**src/rtl/rl_lj_pair_scheduler.sv**
```systemverilog
// Home-cell pair scheduler: fetches home/neighbour particle counts and issues every
// (reference, neighbour) particle pair once over a valid/ready handshake.
module rl_lj_pair_scheduler #(
    parameter int unsigned NUM_NEIGHBOR_CELLS    = 13,
    parameter int unsigned CELL_ADDR_WIDTH       = 7,
    parameter int unsigned MAX_CELL_PARTICLE_NUM = 100,
    parameter int unsigned CELL_SEL_WIDTH        = 4
) (
    input  logic                       clk,
    input  logic                       rst,
    input  logic                       start,
    output logic [CELL_SEL_WIDTH-1:0]  out_count_cell_sel,
    input  logic [CELL_ADDR_WIDTH-1:0] in_cell_particle_num,
    output logic                       out_pair_valid,
    input  logic                       in_pair_ready,
    output logic [CELL_ADDR_WIDTH-1:0] out_ref_addr,
    output logic [CELL_SEL_WIDTH-1:0]  out_nb_cell,
    output logic [CELL_ADDR_WIDTH-1:0] out_nb_addr,
    output logic                       out_ref_done,
    output logic                       out_busy,
    output logic                       out_home_cell_evaluation_done
);

    localparam int unsigned AW1 = CELL_ADDR_WIDTH + 1;

    localparam logic [2:0] S_IDLE       = 3'd0;
    localparam logic [2:0] S_FETCH_HOME = 3'd1;
    localparam logic [2:0] S_LOAD_HOME  = 3'd2;
    localparam logic [2:0] S_FETCH_NB   = 3'd3;
    localparam logic [2:0] S_LOAD_NB    = 3'd4;
    localparam logic [2:0] S_ISSUE      = 3'd5;
    localparam logic [2:0] S_DONE       = 3'd6;

    localparam logic [CELL_SEL_WIDTH-1:0]  LAST_CELL = CELL_SEL_WIDTH'(NUM_NEIGHBOR_CELLS);
    localparam logic [CELL_ADDR_WIDTH-1:0] MAX_NUM   = CELL_ADDR_WIDTH'(MAX_CELL_PARTICLE_NUM);

    logic [2:0]                 state_q, state_d;
    logic [CELL_ADDR_WIDTH-1:0] home_num_q, home_num_d;
    logic [CELL_ADDR_WIDTH-1:0] nb_num_q, nb_num_d;
    logic [CELL_ADDR_WIDTH-1:0] ref_q, ref_d;
    logic [CELL_SEL_WIDTH-1:0]  cell_q, cell_d;
    logic [CELL_ADDR_WIDTH-1:0] nb_q, nb_d;
    logic [CELL_SEL_WIDTH-1:0]  sel_q, sel_d;
    logic                       valid_q, valid_d;
    logic                       ref_done_q, ref_done_d;
    logic                       busy_q, busy_d;
    logic                       done_q, done_d;

    logic [CELL_ADDR_WIDTH-1:0] count_c;
    logic [AW1-1:0]             j_start_c;
    logic                       advance_c;

    // Out-of-range counts are illegal; clamp so counters can never run past the cell size.
    assign count_c = (in_cell_particle_num > MAX_NUM) ? MAX_NUM : in_cell_particle_num;

    always_comb begin
        state_d    = state_q;
        home_num_d = home_num_q;
        nb_num_d   = nb_num_q;
        ref_d      = ref_q;
        cell_d     = cell_q;
        nb_d       = nb_q;
        ref_done_d = 1'b0;
        advance_c  = 1'b0;
        j_start_c  = '0;

        case (state_q)
            S_IDLE, S_DONE: begin
                if (start) state_d = S_FETCH_HOME;
            end
            S_FETCH_HOME: state_d = S_LOAD_HOME;
            S_LOAD_HOME: begin
                home_num_d = count_c;
                if (count_c == '0) begin
                    state_d = S_DONE;
                end else begin
                    ref_d   = '0;
                    cell_d  = '0;
                    state_d = S_FETCH_NB;
                end
            end
            S_FETCH_NB: state_d = S_LOAD_NB;
            S_LOAD_NB: begin
                nb_num_d  = count_c;
                // Home-cell pairs start above the reference so each pair is issued once.
                j_start_c = (cell_q == '0) ? AW1'(ref_q) + AW1'(1) : '0;
                if (j_start_c >= AW1'(count_c)) begin
                    advance_c = 1'b1;
                end else begin
                    nb_d    = CELL_ADDR_WIDTH'(j_start_c);
                    state_d = S_ISSUE;
                end
            end
            S_ISSUE: begin
                if (in_pair_ready) begin
                    if (nb_q == nb_num_q - CELL_ADDR_WIDTH'(1)) advance_c = 1'b1;
                    else                                         nb_d = nb_q + CELL_ADDR_WIDTH'(1);
                end
            end
            default: state_d = S_IDLE;
        endcase

        if (advance_c) begin
            if (cell_q < LAST_CELL) begin
                cell_d  = cell_q + CELL_SEL_WIDTH'(1);
                state_d = S_FETCH_NB;
            end else begin
                ref_done_d = 1'b1;
                if (ref_q == home_num_q - CELL_ADDR_WIDTH'(1)) begin
                    state_d = S_DONE;
                end else begin
                    ref_d   = ref_q + CELL_ADDR_WIDTH'(1);
                    cell_d  = '0;
                    state_d = S_FETCH_NB;
                end
            end
        end
    end

    // Output flops follow the next state so they line up with the state they describe.
    always_comb begin
        valid_d = (state_d == S_ISSUE);
        busy_d  = (state_d != S_IDLE) && (state_d != S_DONE);
        done_d  = (state_d == S_DONE);
        case (state_d)
            S_FETCH_HOME: sel_d = '0;
            S_FETCH_NB:   sel_d = cell_d;
            default:      sel_d = sel_q;
        endcase
    end

    always_ff @(posedge clk) begin
        if (!rst) begin
            state_q    <= S_IDLE;
            home_num_q <= '0;
            nb_num_q   <= '0;
            ref_q      <= '0;
            cell_q     <= '0;
            nb_q       <= '0;
            sel_q      <= '0;
            valid_q    <= 1'b0;
            ref_done_q <= 1'b0;
            busy_q     <= 1'b0;
            done_q     <= 1'b0;
        end else begin
            state_q    <= state_d;
            home_num_q <= home_num_d;
            nb_num_q   <= nb_num_d;
            ref_q      <= ref_d;
            cell_q     <= cell_d;
            nb_q       <= nb_d;
            sel_q      <= sel_d;
            valid_q    <= valid_d;
            ref_done_q <= ref_done_d;
            busy_q     <= busy_d;
            done_q     <= done_d;
        end
    end

    assign out_count_cell_sel            = sel_q;
    assign out_pair_valid                = valid_q;
    assign out_ref_addr                  = ref_q;
    assign out_nb_cell                   = cell_q;
    assign out_nb_addr                   = nb_q;
    assign out_ref_done                  = ref_done_q;
    assign out_busy                      = busy_q;
    assign out_home_cell_evaluation_done = done_q;

endmodule
```
**config.mk**
```make
export PLATFORM = sky130hd
export DESIGN_NAME = rl_lj_pair_scheduler
export DESIGN_NICKNAME = d
export VERILOG_FILES = /design/src/rtl/rl_lj_pair_scheduler.sv
export SDC_FILE = /design/constraint.sdc
export NUM_CORES = 1
export LEC_CHECK = 0
export ABC_CLOCK_PERIOD_IN_PS = 9100
export BUFFER_PORTS_ARGS = -buffer_cell sky130_fd_sc_hd__buf_2
export CAP_MARGIN = 20
export CORE_ASPECT_RATIO = 2
export CORE_MARGIN = 10
export CORE_UTILIZATION = 55
export CTS_BUF_LIST = sky130_fd_sc_hd__clkbuf_8
export DETAILED_ROUTE_END_ITERATION = 6
export GPL_TIMING_DRIVEN = 0
export PLACE_DENSITY_LB_ADDON = 0.3
export REMOVE_ABC_BUFFERS = 1
export SLEW_MARGIN = 20
export SYNTH_ARGS = -nofsm -noshare
export SYNTH_HDL_FRONTEND = slang
export SYNTH_SLANG_ARGS = --single-unit
```
**constraint.sdc**
```tcl
create_clock -name clk -period 9.1 [get_ports clk]
set_input_delay 2.275 -clock clk [delete_from_list [all_inputs] [get_ports clk]]
set_output_delay 2.275 -clock clk [all_outputs]
set_load 0.05 [all_outputs]
```
* Word-level counts from Yosys, hierarchy flattened *
Cells that the tools add are included.

word-level totals
  bits in registers = 43
  bits of input ports = 11
  output and inout bits = 26

cells by class
  add/sub/neg operators = 6
  order comparisons = 3
  eq/ne operators = 16
  multiplexer cells = 29
  reductions and logical operators = 10

operator list
  operator                                                            number
  7-bit 2-to-1 mux                                                    9
  4-bit 2-to-1 mux                                                    5
  3-bit 2-to-1 mux                                                    6
  3-bit one-hot mux with 6 select lines                               1
  3-bit == test, second input constant                                5
  7-bit by 1-bit adder with 7-bit output, second input constant       2
  7-bit == test                                                       2
  7-bit one-hot mux with 2 select lines                               1
  7-bit by 1-bit subtractor with 7-bit output, second input constant  2
  3-bit by 2-bit == test with 1-bit output, second input constant     3
  7-bit by 1-bit adder with 8-bit output, second input constant       1
  8-bit by 7-bit greater-or-equal comparator with 1-bit output        1
  8-bit 2-to-1 mux                                                    1
  4-bit one-hot mux with 2 select lines                               1
  7-bit greater-than comparator, second input constant                1
  7-bit zero test                                                     1
  3-bit by 1-bit == test with 1-bit output, second input constant     2
  2-bit inequality test, second input constant                        3
  4-bit by 1-bit adder with 4-bit output, second input constant       1
  4-bit zero test                                                     1
  4-bit less-than comparator, second input constant                   1
  1-bit 2-to-1 mux                                                    4
  4-bit AND reduction                                                 1
  2-bit nonzero test                                                  2
  other kinds (7)                                                     7

* Depth between registers and ports, before layout *
  depth in word-level cells = 9
  mapped depth = 13
  gate-level depth less buffers = 12

* Worst setup path before layout *
Ideal clock, no wire load.

  kind = input -> register
  from = input in_cell_particle_num[5]
  to = register busy_q (netlist: out_busy)
  library setup time = 0.103 ns
  arrival time = 4.470 ns
  required time = 8.997 ns
  slack = 4.526 ns
  cell stages on the path = 11
  path buffers = 0
  cell sequence = nand2_1 -> a21oi_1 -> nor2_1 -> ha_1 -> a211oi_1 -> o21ai_0 -> a221oi_1 -> nand2_1 -> a32oi_2 -> nor3_1 -> a2111oi_2

on the way
  longest elaborated chain between the ends = 8
  elaborated cells on any way between the ends = 13
  classes of those cells = 2 x order compare; 1 x eq/ne; 7 x mux; 3 x reduce/logical

ends and longest elaborated chain
  item                                                                                                    RTL line  RTL
  start, declared                                                                                         13        input logic [CELL_ADDR_WIDTH-1:0] in_cell_particle_num,
  7-bit greater-than comparator                                                                           54        assign count_c = (in_cell_particle_num > MAX_NUM) ? MAX_NUM : in_cell_particle_num;
  7-bit 2-to-1 mux *                                                                                      54
  8-bit by 7-bit greater-or-equal comparator with 1-bit output / 7-bit zero test (equally long branches)  87, 74
  3-bit 2-to-1 mux, or another cell as far along                                                          87        if (j_start_c >= AW1'(count_c)) begin
  3-bit one-hot mux with 6 select lines / 1-bit one-hot mux with 2 select lines (equally long branches)   67        case (state_q)
  3-bit 2-to-1 mux *                                                                                      103       if (advance_c) begin
  3-bit inequality test / 3-bit nonzero test (equally long branches)                                      123       busy_d = (state_d != S_IDLE) && (state_d != S_DONE);
  1-bit logical AND *                                                                                     123
  end signal, assigned                                                                                    155       busy_q <= busy_d;
  end, declared                                                                                           46        logic busy_q, busy_d;

Every way passes the cells marked *; elsewhere a longest branch is shown, timed or not.
A chain may end at the register's enable or synchronous reset.

* Worst setup path in the final report *
  from = input in_cell_particle_num[5]
  to = register valid_q (netlist: out_pair_valid)

on the way
  longest elaborated chain between the ends = 7
  elaborated cells on any way between the ends = 11
  classes of those cells = 2 x order compare; 1 x eq/ne; 7 x mux; 1 x reduce/logical

ends and longest elaborated chain
  item                                                                                                    RTL line  RTL
  7-bit greater-than comparator                                                                           54
  7-bit 2-to-1 mux *                                                                                      54
  8-bit by 7-bit greater-or-equal comparator with 1-bit output / 7-bit zero test (equally long branches)  87, 74
  3-bit 2-to-1 mux, or another cell as far along                                                          87
  3-bit one-hot mux with 6 select lines / 1-bit one-hot mux with 2 select lines (equally long branches)   67
  3-bit 2-to-1 mux *                                                                                      103
  3-bit == test *                                                                                         122       valid_d = (state_d == S_ISSUE);
  end signal, assigned                                                                                    153       valid_q <= valid_d;
  end, declared                                                                                           44        logic valid_q, valid_d;

Marks and branches as above.

==> results.sh <==
export IMPL_status="finished, final reports clean"
export IMPL_synth_top_cell_by_area="dfxtp_1"
export IMPL_ir_drop_mv=0.1812
export IMPL_cts_hold_buffers=0
export IMPL_drv_slew=0
export IMPL_vias=2528
export IMPL_rsz0062_at_grt="false"
export IMPL_yosys_warnings=0
export IMPL_ys_seq_area_share_pct=32.56
export IMPL_r2r_start="out_ref_addr[0]"
export IMPL_postSynthAreaPerCell_sq_um=8.085
export IMPL_finalHoldViolCount=0
export IMPL_die_h_microns=118.1
export IMPL_numCtsBuffers=5
export IMPL_arrival_ns=5.37
export IMPL_reg2regPathDepth=11
export IMPL_tns_ns=0
export IMPL_yosys_area_top_type_share_pct=32.56
export IMPL_ys_ff_latch=43
export IMPL_finClkSkew_ns=0.006661
export IMPL_die_x_microns=69.03
export IMPL_path_buf_inv=1
export IMPL_worst_path_stages=12
export IMPL_postCtsSetupBuffers=0
export IMPL_fp_dieArea_sq_um=8148
export IMPL_drive_gt1_share_pct=15.17
export IMPL_max_freq_ghz=0.1948
export IMPL_p_leak_uw=0.001283
export IMPL_r2r_end="out_pair_valid"
export IMPL_antennaDiodeCount=0
export IMPL_reg2reg_slack_ns=5.40
export IMPL_nets=381
export IMPL_cp_slowest_cell="a221oi_1"
export IMPL_cts_clk_slew_worst_paths_ns=0.07
export IMPL_grt_overflow=0
export IMPL_synth_ff_type="dfxtp_1"
export IMPL_drc=0
export IMPL_path_max_fanout=8
export IMPL_worst_setup_path_start_kind="primary input"
export IMPL_synth_cell_types=55
export IMPL_drt_iter0_drc=146
export IMPL_synth_most_common_cell="dfxtp_1"
export IMPL_relSlewSlack_pct=37.28
export IMPL_crit_path_frequent_cell="nand2_1"
export IMPL_synth_edf_count=0
export IMPL_syn_to_final_growth_pct=11.22
export IMPL_place_ws_ns=3.740
export IMPL_cts_tree="yes"
export IMPL_grt_max_degree=30
export IMPL_critPathLaunch="in_cell_particle_num[5]"
export IMPL_synthTopCellsByArea="dfxtp_1 33%, ha_1 6.6%, a21oi_1 6.4%"
export IMPL_netlist_top_cells_count="43 x dfxtp_1, 35 x nand2_1, 34 x a21oi_1"
export IMPL_period_minus_slack_ns=5.134
export IMPL_cts_resized=0
export IMPL_clock_root_buffer="clkbuf_8"
export IMPL_layout_setup_ws_ns=3.966
export IMPL_place_hpwl_microns=5594
export IMPL_io_pins=37
export IMPL_cp_top_family="compound AO/OA/AOI/OAI gates"
export IMPL_routedWlPerCell_microns=17.15
export IMPL_cpPeakStageDelay_ns=0.50
export IMPL_path_class="in2reg"
export IMPL_power_density_nw_per_um2=161.3
export IMPL_drt_total_wl_microns=7048
export IMPL_synth_cells=327
export IMPL_fin_crit_sh_pct=56.42
export IMPL_postRouteAntennaNets=0
export IMPL_grt_usage_pct=16.51
export IMPL_async_flop_share_pct=0
export IMPL_fp_row_count=35
export IMPL_worstHoldPathType="reg2reg"
export IMPL_cp_required_ns=9.33
export IMPL_port_buffers=36
export IMPL_dr_pass1_iters=5
export IMPL_endpoint="out_pair_valid"
export IMPL_end_kind="flop"
export IMPL_cp_cell_sequence="buf_2, nand2_1, a21oi_1, nor2_1, ha_1, a211oi_1, o21ai_0, a221oi_1, nand2_1, a32oi_2, o21a_1, and4_1"
export IMPL_core_sq_um=4642
export IMPL_antenna_found_initial=0
export IMPL_clock_path_buffers=2
export IMPL_setup_violations=0
export IMPL_clk_insertion_delay_late_ns=0.29
export IMPL_vias_per_cell=6.151
export IMPL_grt_pass1_wl_microns=11540
export IMPL_grt_pass1_vias=2550
export IMPL_clock_sinks=43
export IMPL_cap_viol_max_count=0
export IMPL_synthesis_area_sq_um=2644
export IMPL_start_util_pct=56.95
export IMPL_gp_congestion=0.9209
export IMPL_tightest_slew_ns=0.9398
export IMPL_cts_htree_levels=2
==> cell families after synthesis <==
kind of cell / synth area share [%]
multiplexers: 0.4259
buffers and inverters: 3.644
XOR/XNOR: 6.957
AO/OA/AOI/OAI: 25.98
AND/OR/NAND/NOR: 23.81
flip-flops: 32.56
adder cells (fa/ha/maj): 6.626
==> worst min path at each step <==
stage | end | depth (start not counted) | from | slack [ns]
after floorplan | nb_num_q[6] | 2 | nb_num_q[6] | 0.45
after global placement | out_count_cell_sel[3] | 1 | out_count_cell_sel[3] | 0.43
after detailed placement | out_count_cell_sel[2] | 1 | out_count_cell_sel[2] | 0.45
after CTS | out_count_cell_sel[2] | 1 | out_count_cell_sel[2] | 0.47
after global routing | out_count_cell_sel[2] | 1 | out_count_cell_sel[2] | 0.49
final | out_count_cell_sel[2] | 1 | out_count_cell_sel[2] | 0.46
==> flip-flops by register name, summed over array words and instances (netlist names) <==
name and cells:
home_num_q 7, nb_num_q 7, out_nb_addr 7, out_ref_addr 7
out_count_cell_sel 4, out_nb_cell 4, state_q 3, out_busy 1
out_home_cell_evaluation_done 1, out_pair_valid 1, out_ref_done 1
==> layout by cell type (no fill, tap or decap), types with 12 or more instances in the layout <==
cell | Yosys | final
buf_2 | 2 | 36
inv_1 | 11 | 12
dfxtp_1 | 43 | 43
nor2_1 | 17 | 17
a21oi_1 | 34 | 34
xnor2_1 | 14 | 14
nor3_1 | 14 | 14
o21ai_0 | 13 | 13
nand3_1 | 13 | 13
nand2_1 | 35 | 35
ha_1 | 14 | 14
==> metrics by stage <==
step / hold slack, ns / power [uW] / util [%] / area [sq um] / std cells
2_1_floorplan: 0.4496 / 305.4 / - / 2589 / 313
3_3_place_gp: 0.4324 / 330.8 / 61.13 / 2838 / 404
3_5_place_dp: 0.4468 / 334.2 / 61.13 / 2838 / 404
4_1_cts: 0.4670 / 475.1 / 63.34 / 2940 / 411
5_1_grt: 0.4890 / 497.1 / 63.34 / 2940 / 411
6_report: 0.4597 / 474.4 / 63.34 / 2940 / 411
==> report_power, final <==
group	switching, uW	internal [uW]
logic	71.3	45.3
registers	15.4	199
clock network	63.7	79.4
total	150	324
==> final cells by class <==
class                           count  area, sq um
Inverter                           11        41.29
Fill cell                         442         1702
Sequential cell                    43        860.8
Timing Repair Buffer               36        180.2
Tap cell                           55        68.82
Multi-Input combinational cell    259         1687
Clock buffer                        5        68.82
Clock inverter                      2        33.78
==> worst register-to-register path: stages, from the launching register on <==
cell	delay (ns)
dfxtp_1	0.47
ha_1	0.23
nand3_1	0.14
or3_1	0.40
a21oi_1	0.25
ha_1	0.30
o2111a_1	0.16
a221oi_1	0.47
nand2_1	0.25
a32oi_2	0.43
o21a_1	0.33
and4_1	0.22
==> metal layers <==
metal	global-route usage [%]	routed length [microns]	up-vias
met5	0	0	-
met4	10.63	359	0
met3	3.460	297	33
met2	31.06	3784	73
met1	15.13	2605	1178
li1	-	-	1244
Power figures use the tool's default switching activity.
